--- config.mk ---
export PLATFORM = sky130hd
export DESIGN_NAME = sliding_window
export DESIGN_NICKNAME = d
export VERILOG_FILES = /design/src/rtl/sliding_window_pkg.sv /design/src/rtl/sliding_window_mac.sv /design/src/rtl/sliding_window.sv
export SDC_FILE = /design/constraint.sdc
export NUM_CORES = 1
export LEC_CHECK = 0
export ABC_AREA = 1
export CORE_AREA = 8 8 319 321
export DETAILED_ROUTE_END_ITERATION = 8
export DIE_AREA = 0 0 327 329
export GPL_TIMING_DRIVEN = 0
export PLACE_DENSITY = 0.58
export SLEW_MARGIN = 20
export SYNTH_ARGS = -nofsm -noshare
export SYNTH_HDL_FRONTEND = slang
export SYNTH_HIERARCHICAL = 1
export SYNTH_SLANG_ARGS = --single-unit
--- constraint.sdc ---
create_clock -name clk -period 8.21 [get_ports clk]
set_clock_uncertainty 0.1 [all_clocks]
set_input_delay 0.821 -clock clk [delete_from_list [all_inputs] [get_ports clk]]
set_output_delay 0.821 -clock clk [all_outputs]
set_load 0.01 [all_outputs]
--- src/rtl/sliding_window_pkg.sv ---
// sliding_window_pkg: shared widths, defaults and coefficient helpers for the convolution window
package sliding_window_pkg;
  localparam int DEF_DATA_WIDTH = 16;
  localparam int DEF_KERNEL_WIDTH = 3;
  localparam int DEF_KERNEL_HEIGHT = 3;
  localparam logic [287:0] DEF_KERNEL_COEF =
    288'h000100020003000400050006000700080009000A000B000C000D000E000F001000110012;
  function automatic int coef_width(input int dw);
    return 2 * dw;
  endfunction
  function automatic int acc_width(input int dw, input int cw, input int taps);
    return dw + cw + $clog2(taps);
  endfunction
  // Sign-extends entry i of a packed coefficient vector (up to 1024 bits, entries up to 64 bits)
  function automatic logic signed [63:0] coef_at(input logic [1023:0] k, input int i, input int cw);
    logic [63:0] s;
    s = k[i*cw +: 64];
    return $signed(s << (64 - cw)) >>> (64 - cw);
  endfunction
endpackage

--- src/rtl/sliding_window_mac.sv ---
// sliding_window_mac: combinational full-width signed MAC of the window against fixed coefficients
module sliding_window_mac
  import sliding_window_pkg::*;
#(
  parameter int KERNEL_WIDTH = DEF_KERNEL_WIDTH,
  parameter int KERNEL_HEIGHT = DEF_KERNEL_HEIGHT,
  parameter int DATA_WIDTH = DEF_DATA_WIDTH,
  parameter int COEF_WIDTH = coef_width(DATA_WIDTH),
  parameter int ACC_WIDTH = acc_width(DATA_WIDTH, COEF_WIDTH, KERNEL_WIDTH * KERNEL_HEIGHT),
  parameter logic [KERNEL_WIDTH*KERNEL_HEIGHT*COEF_WIDTH-1:0] KERNEL_COEF = DEF_KERNEL_COEF
) (
  input  logic [KERNEL_WIDTH*KERNEL_HEIGHT*DATA_WIDTH-1:0] window,
  output logic signed [ACC_WIDTH-1:0]                      sum
);
  localparam int TAPS = KERNEL_WIDTH * KERNEL_HEIGHT;
  logic signed [DATA_WIDTH-1:0] px;
  logic signed [COEF_WIDTH-1:0] cf;
  logic signed [DATA_WIDTH+COEF_WIDTH-1:0] prod;
  always_comb begin
    sum = '0;
    px = '0;
    cf = '0;
    prod = '0;
    for (int i = 0; i < TAPS; i++) begin
      px = window[i*DATA_WIDTH +: DATA_WIDTH];
      cf = COEF_WIDTH'(coef_at(1024'(KERNEL_COEF), i, COEF_WIDTH));
      prod = px * cf;
      sum = sum + ACC_WIDTH'(prod);
    end
  end
endmodule

--- src/rtl/sliding_window.sv ---
// sliding_window: row shift-register window feeding a registered, wrapping convolution output
module sliding_window
  import sliding_window_pkg::*;
#(
  parameter int KERNEL_WIDTH = DEF_KERNEL_WIDTH,
  parameter int KERNEL_HEIGHT = DEF_KERNEL_HEIGHT,
  parameter int DATA_WIDTH = DEF_DATA_WIDTH,
  parameter logic [KERNEL_WIDTH*KERNEL_HEIGHT*coef_width(DATA_WIDTH)-1:0] KERNEL_COEF = DEF_KERNEL_COEF
) (
  input  logic                               clk,
  input  logic                               reset,
  input  logic [KERNEL_WIDTH*DATA_WIDTH-1:0] data_in,
  output logic [DATA_WIDTH-1:0]              data_out
);
  localparam int COEF_WIDTH = coef_width(DATA_WIDTH);
  localparam int ACC_WIDTH = acc_width(DATA_WIDTH, COEF_WIDTH, KERNEL_WIDTH * KERNEL_HEIGHT);
  logic [KERNEL_HEIGHT-1:0][KERNEL_WIDTH*DATA_WIDTH-1:0] win;
  logic signed [ACC_WIDTH-1:0] sum;
  sliding_window_mac #(
    .KERNEL_WIDTH (KERNEL_WIDTH),
    .KERNEL_HEIGHT(KERNEL_HEIGHT),
    .DATA_WIDTH   (DATA_WIDTH),
    .COEF_WIDTH   (COEF_WIDTH),
    .ACC_WIDTH    (ACC_WIDTH),
    .KERNEL_COEF  (KERNEL_COEF)
  ) u_mac (
    .window(win),
    .sum   (sum)
  );
  // Row 0 is newest; the sum is taken from the window as it stands before this edge's shift
  always_ff @(posedge clk) begin
    if (reset) begin
      win <= '0;
      data_out <= '0;
    end else begin
      win <= {win[KERNEL_HEIGHT-2:0], data_in};
      data_out <= sum[DATA_WIDTH-1:0];
    end
  end
endmodule

==> summary.md <==
| Metric | Value |
|---|---|
| Status | `finished, final reports clean` |
| Starting Density | `roughly an eighth` |
| Top achievable clock speed | `between 100 and 150 MHz` |
| Die Footprint | `roughly 110000 um2` |
| Layout area overhead | `22.7%` |
| # diodes | `0` |
| Grt met1 use | `7.55%` |
| Vias per cell | `between 2 and 3` |
| Port-buffer cells | `61` |
| Post-Place Cell Area | `14700 um2` |
| Total track usage | `5.80%` |
| Wire length per cell | `roughly 11 um` |
| Vias after detailed routing | `8202` |
| Yosys warns | `6` |
| Clock Path Buffers | `2` |
| Power per cell area | `255 nW/um2` |
| Clock Latency Late Sink | `450 ps` |
| Die height | `329 um` |
| Worst min-delay path class | `register to register` |
| Starting DRT DRC Count | `~240` |
| Global Route met2 Usage | `9.67%` |
| Worst EP required | `8490 ps` |
| I/O pins | `66` |
| Most Crowded Layer GR | `met2` |
| CP max stage delay | `about 550 ps` |
| Critical Path Fanout Max | `5` |
| RSZ-0062 raised after global routing | `false` |
| Floorplan die width | `327 um` |
| Crit-path slowest cell | `fa_1` |
| Fin crit share | `between 80% and 90%` |
| Worst Setup Path Type | `register to register` |
| Cts bufs inserted | `17` |
| Final instance area | `15300 um2` |
| First-pass GRT wire length | `47800 um` |
| Placement Rows | `115` |
| Fin Setup TNS | `0 ps` |
| Slew Viols, Final | `0` |
| Startpoint Class | `register` |
| Final Hold Fails | `0` |
| Cell Area, Synth | `approximately 12000 um2` |
| Post-DP HPWL | `26200 um` |
| Vias in the first global route | `around 8.9k` |
| DP Cell Count | `2733` |
| Cell Count, Final, Fillers Out | `2765` |
| Final WL | `29500 um` |
| Min Tclk post-route | `7060 ps` |
| Syn Inst Count | `1385` |
| Residual DRC count | `0` |
| Critical path's most frequent cell | `nand2_1` |
| Core area | `just under 100000 um2` |
| GRT overflow | `0` |
| Max-Cap Viols | `0` |
| CTS tree | `built` |
| Htree depth | `4` |
| Hold-fix buffers, CTS | `0` |
| Antenna Nets Post-Route | `0` |
| Most common cell after layout, fill and taps aside | `inv_1` |
| Post-CTS sizing | `0` |
| Place WS | `1150 ps` |
| Max rail drop VDD | `roughly 0.00022 V` |
| Mean Syn Cell Area | `approximately 9 um2` |
| Syn Nets | `1818` |
| GP Congestion | `0.814` |
| First drt pass iteration count | `4` |
| Leading cell types in the layout, fill and taps excluded | `inv_1 (382), ha_1 (268), nor2_1 (163)` |
| Clock tree sinks | `150` |
| Lkg Pwr | `about 8.1 nW` |
| Largest net degree at the start of global routing | `18` |
| Initial antenna violation count | `0` |
| Setup Fix Bufs, Post-CTS | `0` |
| # setup viols final | `0` |
| Reg2reg setup slack | `1150 ps` |
| Final net count | `1898` |
| Clock-pin slew on the worst setup and hold paths | `70 ps` |
| CP Capture Type | `register` |
| Root Buffer Master | `clkbuf_16` |
| CP arrival | `about 7300 ps` |
| Met3 Use GR | `1.31%` |
| Share of layout cells above drive strength 1 | `5.41%` |
| Worst setup slack after layout | `1150 ps` |
==> routing by layer <==
layer	routed length, um	vias up	part of all wire, %
li1	-	4261	-
met1	14100	3824	48
met2	13900	96	47
met3	1080	21	3.7
met4	454	0	1.5
met5	0	-	0
==> sequential cells by signal (all words and copies together), names as in the netlist <==
register and cells:
win 134, data_out 16
==> through the flow <==
stage / utilization (%) / hold WS [ps] / total power [mW]
3_5_place_dp: 15.1 / 294 / 3.15
6_report: 15.7 / 301 / 3.89
2_1_floorplan: - / 288 / 2.50
5_1_grt: 15.7 / 320 / 4.37
4_1_cts: 15.7 / 303 / 3.99
3_3_place_gp: 15.1 / 296 / 3.15
==> worst paths after layout <==
path / startpoint / endpoint / cells past startpoint
min reg2reg: win[93]$_SDFF_PP0_ / win[141]$_SDFF_PP0_ / 2
max: win[36]$_SDFF_PP0_ / data_out[15]$_SDFF_PP0_ / 29
min: win[93]$_SDFF_PP0_ / win[141]$_SDFF_PP0_ / 2
max reg2reg: win[36]$_SDFF_PP0_ / data_out[15]$_SDFF_PP0_ / 29
==> critical path: cells and delay by family, from the launching register on <==
family,cells,cell delay (ps)
xor+xnor,2,540
fa+ha+maj,12,4680
simple gates,10,990
flops,1,380
buf+inv,5,340
==> where the power goes <==
| group | switching [mW] | internal, mW |
|---|---|---|
| Sequential | 0.0507 | 0.796 |
| Clock | 0.381 | 0.437 |
| Combinational | 1.33 | 0.897 |
| Total | 1.76 | 2.13 |
==> final cells by class <==
cell class              instances  area (um2)
fillers                     10900       81800
multi-input cells             834        7860
flip-flops and latches        150        3000
well taps                    1287        1610
inverters                     382        1430
repair buffers                 61         611
clock buffers                  17         425
clock inverters                15         178
plain buffers                  19         166
(Power assumes the default switching activity.)
